$ cat src/rtl/mlp_pkg.sv
// Shared types, default widths and clamp-limit helpers for the tiny-MLP datapath.
package mlp_pkg;

    typedef enum logic {
        ST_ACCUM = 1'b0,
        ST_EMIT  = 1'b1
    } state_e;

    localparam int unsigned DEF_IN_W     = 4;
    localparam int unsigned DEF_W_W      = 4;
    localparam int unsigned DEF_ACC_W    = 16;
    localparam int unsigned DEF_N_INPUTS = 4;
    localparam int unsigned DEF_SATURATE = 1;

    // Wide enough to hold the clamp limits of any practical accumulator width
    localparam int unsigned LIM_W = 64;

    // Largest positive value of a w-bit signed number, in LIM_W bits
    function automatic logic [LIM_W-1:0] sat_max(input int unsigned w);
        return (LIM_W'(1) << (w - 1)) - LIM_W'(1);
    endfunction

    // Most negative value of a w-bit signed number; truncate to w bits at use
    function automatic logic [LIM_W-1:0] sat_min(input int unsigned w);
        return ~sat_max(w);
    endfunction

endpackage

$ cat src/rtl/mlp_sat_add.sv
// Combinational signed adder with overflow detect and optional clamping.
module mlp_sat_add
    import mlp_pkg::*;
#(
    parameter int unsigned ACC_W    = DEF_ACC_W,
    parameter int unsigned SATURATE = DEF_SATURATE
) (
    input  logic signed [ACC_W-1:0] i_a,
    input  logic signed [ACC_W-1:0] i_b,
    output logic signed [ACC_W-1:0] o_sum_c,
    output logic                    o_ovf_c
);

    localparam logic [ACC_W-1:0] MAX_V = ACC_W'(sat_max(ACC_W));
    localparam logic [ACC_W-1:0] MIN_V = ACC_W'(sat_min(ACC_W));

    logic signed [ACC_W-1:0] w_raw;
    logic                    w_ovf;

    // Overflow when both operands share a sign that the result does not
    always_comb begin
        w_raw   = i_a + i_b;
        w_ovf   = (i_a[ACC_W-1] == i_b[ACC_W-1]) && (w_raw[ACC_W-1] != i_a[ACC_W-1]);
        o_ovf_c = w_ovf;
        o_sum_c = w_raw;
        if ((SATURATE != 0) && w_ovf) begin
            o_sum_c = i_a[ACC_W-1] ? MIN_V : MAX_V;
        end
    end

endmodule

$ cat src/rtl/mlp_neuron_mac.sv
// Single-neuron MAC: streams (act, weight) beats onto a bias, emits sum and ReLU.
module mlp_neuron_mac
    import mlp_pkg::*;
#(
    parameter int unsigned IN_W     = DEF_IN_W,
    parameter int unsigned W_W      = DEF_W_W,
    parameter int unsigned ACC_W    = DEF_ACC_W,
    parameter int unsigned N_INPUTS = DEF_N_INPUTS,
    parameter int unsigned SATURATE = DEF_SATURATE
) (
    input  logic                    clk,
    input  logic                    rst_n,
    input  logic                    in_valid,
    output logic                    in_ready,
    input  logic signed [IN_W-1:0]  in_act,
    input  logic signed [W_W-1:0]   in_weight,
    input  logic                    in_last,
    input  logic signed [ACC_W-1:0] bias,
    output logic                    out_valid,
    input  logic                    out_ready,
    output logic signed [ACC_W-1:0] out_raw,
    output logic signed [ACC_W-1:0] out_relu,
    output logic                    out_sat
);

    localparam int unsigned PROD_W = IN_W + W_W;
    localparam int unsigned CNT_W  = (N_INPUTS > 1) ? $clog2(N_INPUTS) : 1;
    localparam logic [CNT_W-1:0] CNT_LAST = CNT_W'(N_INPUTS - 1);

    state_e                  r_state;
    state_e                  w_next;
    logic [CNT_W-1:0]        r_count;
    logic signed [ACC_W-1:0] r_acc;
    logic                    r_sat;
    logic                    r_in_ready;
    logic                    r_out_valid;
    logic signed [ACC_W-1:0] r_out_raw;
    logic signed [ACC_W-1:0] r_out_relu;
    logic                    r_out_sat;

    logic signed [PROD_W-1:0] w_prod;
    logic signed [ACC_W-1:0]  w_prod_ext;
    logic signed [ACC_W-1:0]  w_base;
    logic signed [ACC_W-1:0]  w_sum;
    logic                     w_ovf;
    logic                     w_ovf_flag;
    logic                     w_accept;
    logic                     w_end;
    logic                     w_sum_pos;

    // Full-precision product, sign-extended into the accumulator width
    assign w_prod     = PROD_W'(in_act) * PROD_W'(in_weight);
    assign w_prod_ext = ACC_W'(w_prod);

    // First beat of a neuron starts from the bias rather than the running sum
    assign w_base     = (r_count == '0) ? bias : r_acc;
    assign w_accept   = in_valid && r_in_ready;
    assign w_end      = w_accept && (in_last || (r_count == CNT_LAST));
    assign w_ovf_flag = (SATURATE != 0) && w_ovf;
    assign w_sum_pos  = !w_sum[ACC_W-1] && (w_sum != '0);

    mlp_sat_add #(
        .ACC_W    (ACC_W),
        .SATURATE (SATURATE)
    ) u_add (
        .i_a     (w_base),
        .i_b     (w_prod_ext),
        .o_sum_c (w_sum),
        .o_ovf_c (w_ovf)
    );

    // Next-state: accumulate until the final beat, then hold result until taken
    always_comb begin
        w_next = r_state;
        case (r_state)
            ST_ACCUM: if (w_end)     w_next = ST_EMIT;
            ST_EMIT:  if (out_ready) w_next = ST_ACCUM;
            default:                 w_next = ST_ACCUM;
        endcase
    end

    // State register with handshake flags registered alongside it
    always_ff @(posedge clk) begin
        if (!rst_n) begin
            r_state     <= ST_ACCUM;
            r_in_ready  <= 1'b1;
            r_out_valid <= 1'b0;
        end else begin
            r_state     <= w_next;
            r_in_ready  <= (w_next == ST_ACCUM);
            r_out_valid <= (w_next == ST_EMIT);
        end
    end

    // Accumulator, beat counter, sticky saturation flag and result registers
    always_ff @(posedge clk) begin
        if (!rst_n) begin
            r_count    <= '0;
            r_acc      <= '0;
            r_sat      <= 1'b0;
            r_out_raw  <= '0;
            r_out_relu <= '0;
            r_out_sat  <= 1'b0;
        end else begin
            if (w_accept) begin
                r_acc <= w_sum;
                r_sat <= r_sat | w_ovf_flag;
                if (w_end) begin
                    r_count    <= '0;
                    r_out_raw  <= w_sum;
                    r_out_relu <= w_sum_pos ? w_sum : '0;
                    r_out_sat  <= r_sat | w_ovf_flag;
                end else begin
                    r_count <= r_count + CNT_W'(1);
                end
            end
            if ((r_state == ST_EMIT) && out_ready) begin
                r_acc <= '0;
                r_sat <= 1'b0;
            end
        end
    end

    assign in_ready  = r_in_ready;
    assign out_valid = r_out_valid;
    assign out_raw   = r_out_raw;
    assign out_relu  = r_out_relu;
    assign out_sat   = r_out_sat;

endmodule

$ cat config.mk
export PLATFORM = sky130hd
export DESIGN_NAME = mlp_neuron_mac
export DESIGN_NICKNAME = d
export VERILOG_FILES = /design/src/rtl/mlp_pkg.sv /design/src/rtl/mlp_sat_add.sv /design/src/rtl/mlp_neuron_mac.sv
export SDC_FILE = /design/constraint.sdc
export NUM_CORES = 1
export LEC_CHECK = 0
export BUFFER_PORTS_ARGS = -buffer_cell sky130_fd_sc_hd__clkbuf_2
export CORE_MARGIN = 2
export CORE_UTILIZATION = 45
export DETAILED_ROUTE_END_ITERATION = 8
export GPL_TIMING_DRIVEN = 0
export PLACE_DENSITY = 0.67
export SETUP_SLACK_MARGIN = 0.3
export SLEW_MARGIN = 20
export SYNTH_ARGS = -nofsm -noshare
export SYNTH_HDL_FRONTEND = slang
export SYNTH_SLANG_ARGS = --single-unit
$ cat constraint.sdc
create_clock -name clk -period 6.8 [get_ports clk]
set_input_delay 0 -clock clk [delete_from_list [all_inputs] [get_ports clk]]
set_output_delay 0 -clock clk [all_outputs]
set_load 0.005 [all_outputs]
* Word-level counts from Yosys, hierarchy flattened *
Cells that the tools add are included.

storage, ports and cells
  register bits after elaboration = 54
  output and inout bits = 35

operators by class
  $add $sub $neg = 2
  $mul = 1
  equal/unequal tests = 3
  muxes and demuxes = 8
  bitwise logic cells = 4
  reduce and logical (&&, ||, !) cells = 11

operator list
  operator               number
  $mux W16               4
  $add A16 B8 Y16        1
  $reduce_bool A16 Y1    1
  $mul A4 B4 Y8          1
  $logic_and A1 B1 Y1    5
  $not A1 Y1             3
  $add A2 B1 Y2 const B  1
  $eq A2 B2 Y1 const B   1
  $logic_not A2 Y1       1
  $mux W1                2
  $mux W2                1
  $pmux W1 S2            1
  $reduce_and A2 Y1      1
  $reduce_or A2 Y1       1
  $eq A1 B1 Y1           1
  $logic_not A1 Y1       1
  $logic_or A1 B1 Y1     1
  $ne A1 B1 Y1           1
  $or A1 B1 Y1           1

* Logic depth before layout (Yosys ltp) *
  depth in word-level cells = 9
  mapped depth = 23

* Cells and area by module *
A second synthesis with hierarchy kept.

second synthesis, totals
  cell total of the unflattened synthesis = 425
  area total of the unflattened synthesis = 3667.3 µm²

by module, submodules not included
  module          instances  cells an instance  area each (µm²)
  mlp_neuron_mac  1          313                2787.7
  mlp_sat_add     1          112                879.6

* Worst setup path before layout *
Ideal clock, no wire load.

  path kind = input to register
  start = input in_act[0]
  end = register r_acc[11]
  arrival = 5.149 ns
  data required time = 6.720 ns
  setup slack = 1.570 ns
  stages = 22
  path buffers = 2
  cell sequence = nand2b_1 > fa_1 > fa_1 > inv_1 > fa_1 > ha_1 > fa_1 > a21o_1 > a21oi_1 > xnor2_2 > inv_2 > buf_1 > ha_1 > and2_1 > o211a_1 > mux2i_1 > a21o_1 > o21a_2 > nor4_4 > buf_6 > a21oi_2 > a211oi_2

between the ends
  word-level cells in the longest chain between the ends = 5

RTL lines
  element                 line                   text
  start: declaration      mlp_neuron_mac.sv:15   input logic signed [IN_W-1:0] in_act,
  $mul A4 B4 Y8 *         mlp_neuron_mac.sv:52   assign w_prod = PROD_W'(in_act) * PROD_W'(in_weight);
  $add A16 B8 Y16         mlp_sat_add.sv:22      w_raw = i_a + i_b;
  $ne A1 B1 Y1            mlp_sat_add.sv:23      w_ovf = (i_a[ACC_W-1] == i_b[ACC_W-1]) && (w_raw[ACC_W-1] != i_a[ACC_W-1]);
  $logic_and A1 B1 Y1     mlp_sat_add.sv:23
  $mux W16 *              mlp_sat_add.sv:26      if ((SATURATE != 0) && w_ovf) begin
  end signal: assignment  mlp_neuron_mac.sv:106  r_acc <= w_sum;
  end: declaration        mlp_neuron_mac.sv:33   logic signed [ACC_W-1:0] r_acc;

Every way passes the cells marked *; elsewhere a longest branch is shown, timed or not.
A chain may end at the register's enable or synchronous reset.

* Final worst setup path *
  start = input in_act[0]
  end = register r_acc[12]

Same word-level chain as after synthesis.

==> flow_summary_export.csv <==
group,metric,value,unit
global_routing,grt_util_met3,2.96,%
global_routing,use_met1,27.7,%
sta,setup_tns_final,0,ns
sta,post-route-min-period,5.74,ns
clock_network,post_cts.resized_instances,0,
detailed_routing,firstDrtPassIters,4,
floorplanning,dieWidth,92.0,um
worst_setup_path,timing.critical_path.fanout_max,13,
finish,layout.nets,521,
placement,detailedPlacementHpwl,6310,um
yosys,yosysTopAreaCellShare,31.0,%
floorplanning,floorplan.io_pins,64,
yosys,synth.top_cells.by_area,"sky130_fd_sc_hd__dfxtp_1 31%, sky130_fd_sc_hd__ha_1 9.0%, sky130_fd_sc_hd__o21ai_0 6.0%",
power_and_ir_drop,total_power,0.00156,W
yosys,synth.cell_area,3490,um2
finish,postLayoutCoreUtil,53.2,%
clock_network,cts_made_buffers,5,
global_routing,globalRoute.totalOverflow,0,
worst_setup_path,worst_endpoint_required_time,6.96,ns
yosys,post-synth-top-area-cell,"sky130_fd_sc_hd__dfxtp_1",
global_routing,grt_start_max_net_pins,19,
global_routing,groute.layer.met2.usage,31.1,%
power_and_ir_drop,power_density,384,nW/um2
finish,antenna-diode-count,0,
yosys,syn-instance-count,387,
detailed_routing,dr_vias_cell,5.29,
yosys,synth.yosys.warnings,0,
yosys,ys_ff_latch,54,
sta,setup-violations-final,0,
detailed_routing,routed_wire_length_per_instance,14.3,um
worst_setup_path,crit-reg2reg-launch,"r_count[0]$_SDFFE_PN0P_",
power_and_ir_drop,p_leak,1.78,nW
clock_network,clockBufferDepth,2,
yosys,synth_async_sr_flop_share,0,%
clock_network,cts_hold_repair.buffers,0,
clock_network,clk_pin_slew,0.11,ns
yosys,ys_types,52,
detailed_routing,post_route_drc,0,
clock_network,cts_htree_levels,2,
hold_path,hold_depth,4,
finish,sequential_cell_area,1080,um2
power_and_ir_drop,max-vdd-ir-drop,0.240,mV
sta,tightestPinTransition,0.689,ns
yosys,netlist_top_cells_count,"54 x sky130_fd_sc_hd__dfxtp_1, 42 x sky130_fd_sc_hd__o21ai_0, 30 x sky130_fd_sc_hd__a21oi_1, 30 x sky130_fd_sc_hd__nor2_1, 28 x sky130_fd_sc_hd__nand2_1",
finish,drive_gt1_share,25.5,%
floorplanning,core-area,7610,um2
floorplanning,die_area,8470,um2
job,maxCapViolCount,0,
detailed_routing,dr.first_iter.drc_count,119,
yosys,seq_area_frac_synth,31.0,%
yosys,syn_avg_cell_area,9.01,um2
worst_setup_path,regToRegSetupSlack,2.34,ns
worst_setup_path,timing.critical_path.arrival,5.90,ns
yosys,number_of_nets_produced_by_synthesis,451,
hold_path,timing.hold.worst.class,"in2reg",
worst_setup_path,critPathLaunchType,"input pin",
global_routing,number_of_global_route_vias_before_repair,2784,
floorplanning,placementRows,32,
clock_network,ctsRootBufferMaster,"sky130_fd_sc_hd__clkbuf_8",
worst_setup_path,r2r-end,"r_acc[12]$_SDFFE_PP0P_",
worst_setup_path,reg2reg_depth,17,
yosys,synth_enable_flop_cells,0,
status,outcome,"complete, no violations",
floorplanning,initial_core_util,45.9,%
yosys,most_instantiated_flip_flop_cell_in_the_synthesis_netlist,"sky130_fd_sc_hd__dfxtp_1",
finish,fillers,712,
global_routing,busiest_layer,"met2",
placement,place_congestion,0.808,
sta,slew_headroom,54.1,%
finish,multi_input_comb_area,2260,um2
clock_network,insertion_delay,0.31,ns
placement,place_ws,0.754,ns
hold_path,hold_startpoint,"in_last",
global_routing,grt_pass1_wl,13300,um
sta,timing.final.ws_setup,1.06,ns
sta,slew_viol_final,0,
placement,port_buffers,63,
clock_network,cts_tree,"built",
worst_setup_path,timing.setup.critical_path_class,"in2reg",
sta,max_clock_freq,174,MHz
hold_path,hold_end,"r_count[0]$_SDFFE_PN0P_",
sta,post-route-period-util,84.5,%
sta,fin_skew,0.0156,ns
sta,rsz0062_at_grt,"false",
sta,hold_violations,0,
detailed_routing,detailroute.via_count,2963,
worst_setup_path,critical_path.endpoint_type,"flop",
detailed_routing,postRouteAntennaNets,0,
detailed_routing,drt-total-wl,8030,um
finish,flow.area_growth_from_synthesis,16.0,%
sta,holdWs,0.0446,ns
clock_network,cts_sinks,54,
floorplanning,die_height,92.0,um
global_routing,grt.total_usage,19.2,%
yosys,synthMostInstantiatedCell,"sky130_fd_sc_hd__dfxtp_1",
global_routing,grt_antenna_before_repair,0,
clock_network,cts_post_setup_buffers_inserted,0,
final cells by class:
type / instances / share of cell area (%)
repair buffers: 63 / 7.79
flip-flops and latches: 54 / 26.7
clock inverters: 3 / 1.17
inverters: 15 / 1.39
multi-input cells: 299 / 55.7
clock buffers: 5 / 1.70
plain buffers: 19 / 2.35
well taps: 102 / 3.15
critical path, stage by stage:
cell                       delay [ns]
sky130_fd_sc_hd__clkbuf_2        0.10
sky130_fd_sc_hd__nand2b_1        0.16
sky130_fd_sc_hd__fa_1            0.52
sky130_fd_sc_hd__fa_1            0.52
sky130_fd_sc_hd__inv_1           0.05
sky130_fd_sc_hd__fa_1            0.45
sky130_fd_sc_hd__ha_1            0.24
sky130_fd_sc_hd__fa_1            0.40
sky130_fd_sc_hd__a21o_1          0.17
sky130_fd_sc_hd__a21oi_1         0.24
sky130_fd_sc_hd__xnor2_2         0.13
sky130_fd_sc_hd__inv_2           0.16
sky130_fd_sc_hd__buf_1           0.53
sky130_fd_sc_hd__ha_1            0.40
sky130_fd_sc_hd__and2_1          0.20
sky130_fd_sc_hd__o221a_2         0.14
sky130_fd_sc_hd__o21ai_0         0.22
sky130_fd_sc_hd__a31oi_1         0.18
sky130_fd_sc_hd__o22a_1          0.22
sky130_fd_sc_hd__or3_1           0.30
sky130_fd_sc_hd__a31oi_1         0.42
sky130_fd_sc_hd__a211oi_1        0.15
cells in the final DEF, fill, tap and decap left out, types with 8 or more instances in the layout:
master,instances
sky130_fd_sc_hd__o21ai_0,42
sky130_fd_sc_hd__a211oi_1,9
sky130_fd_sc_hd__and2_1,14
sky130_fd_sc_hd__clkbuf_2,63
sky130_fd_sc_hd__o21a_1,8
sky130_fd_sc_hd__a21oi_2,8
sky130_fd_sc_hd__nor2_1,30
sky130_fd_sc_hd__mux2_2,17
sky130_fd_sc_hd__fa_1,10
sky130_fd_sc_hd__a21oi_1,30
sky130_fd_sc_hd__a211oi_2,8
sky130_fd_sc_hd__dfxtp_1,54
sky130_fd_sc_hd__clkbuf_1,13
sky130_fd_sc_hd__nand2_1,28
sky130_fd_sc_hd__inv_1,13
sky130_fd_sc_hd__ha_1,25
sky130_fd_sc_hd__xnor2_1,13
flip-flops by register name, summed over array words and instances, names as in the netlist:
name and count:
in_ready 1, r_acc 16, out_sat 1, out_raw 16, out_relu 16, r_sat 1
r_count 2, out_valid 1
routing by layer:
layer	part of all wire (%)	routed length, um	up-vias
li1	-	-	1516
met1	49	3930	1388
met2	47	3760	52
met3	3.5	281	7
met4	0.73	59	0
met5	0	0	-
cells by family (layout without fill, tap and decap cells):
| kind of cell | Yosys count | in the layout | share of synthesized area, % |
|---|---|---|---|
| compound gates | 133 | 133 | 25.6 |
| simple gates | 92 | 92 | 12.6 |
| flops | 54 | 54 | 31.0 |
| fa+ha+maj | 36 | 36 | 15.0 |
| buf+inv | 34 | 105 | 4.34 |
| mux | 21 | 21 | 6.64 |
| xor+xnor | 17 | 17 | 4.91 |
where the power goes:
part	internal (W)	switching, W	leakage, nW
sequential	0.000375	0.0000308	0.443
combinational	0.000383	0.000542	1.28
clock	0.000112	0.000113	0.0587
total	0.000870	0.000686	1.78
through the flow:
step                      cells  cell area, um2
after detailed placement    552            3930
after floorplan             387            3490
final                       560            4050
after global routing        560            4050
after CTS                   560            4050
after global placement      552            3930
worst max-delay path by stage:
| stage | start | endpoint | slack [ns] | cells past startpoint |
|---|---|---|---|---|
| 2_1_floorplan | in_act[0] | r_acc[11]$_SDFFE_PP0P_ | 1.57 | 22 |
| 3_3_place_gp | in_act[0] | r_acc[12]$_SDFFE_PP0P_ | 0.86 | 22 |
| 4_1_cts | in_act[0] | r_acc[12]$_SDFFE_PP0P_ | 1.04 | 22 |
| 6_report | in_act[0] | r_acc[12]$_SDFFE_PP0P_ | 1.06 | 22 |
| 5_1_grt | in_act[0] | r_acc[12]$_SDFFE_PP0P_ | 0.66 | 22 |
| 3_5_place_dp | in_act[0] | out_relu[6]$_SDFFE_PN0P_ | 0.75 | 23 |
Note: power is estimated with default switching activity, not from simulation.
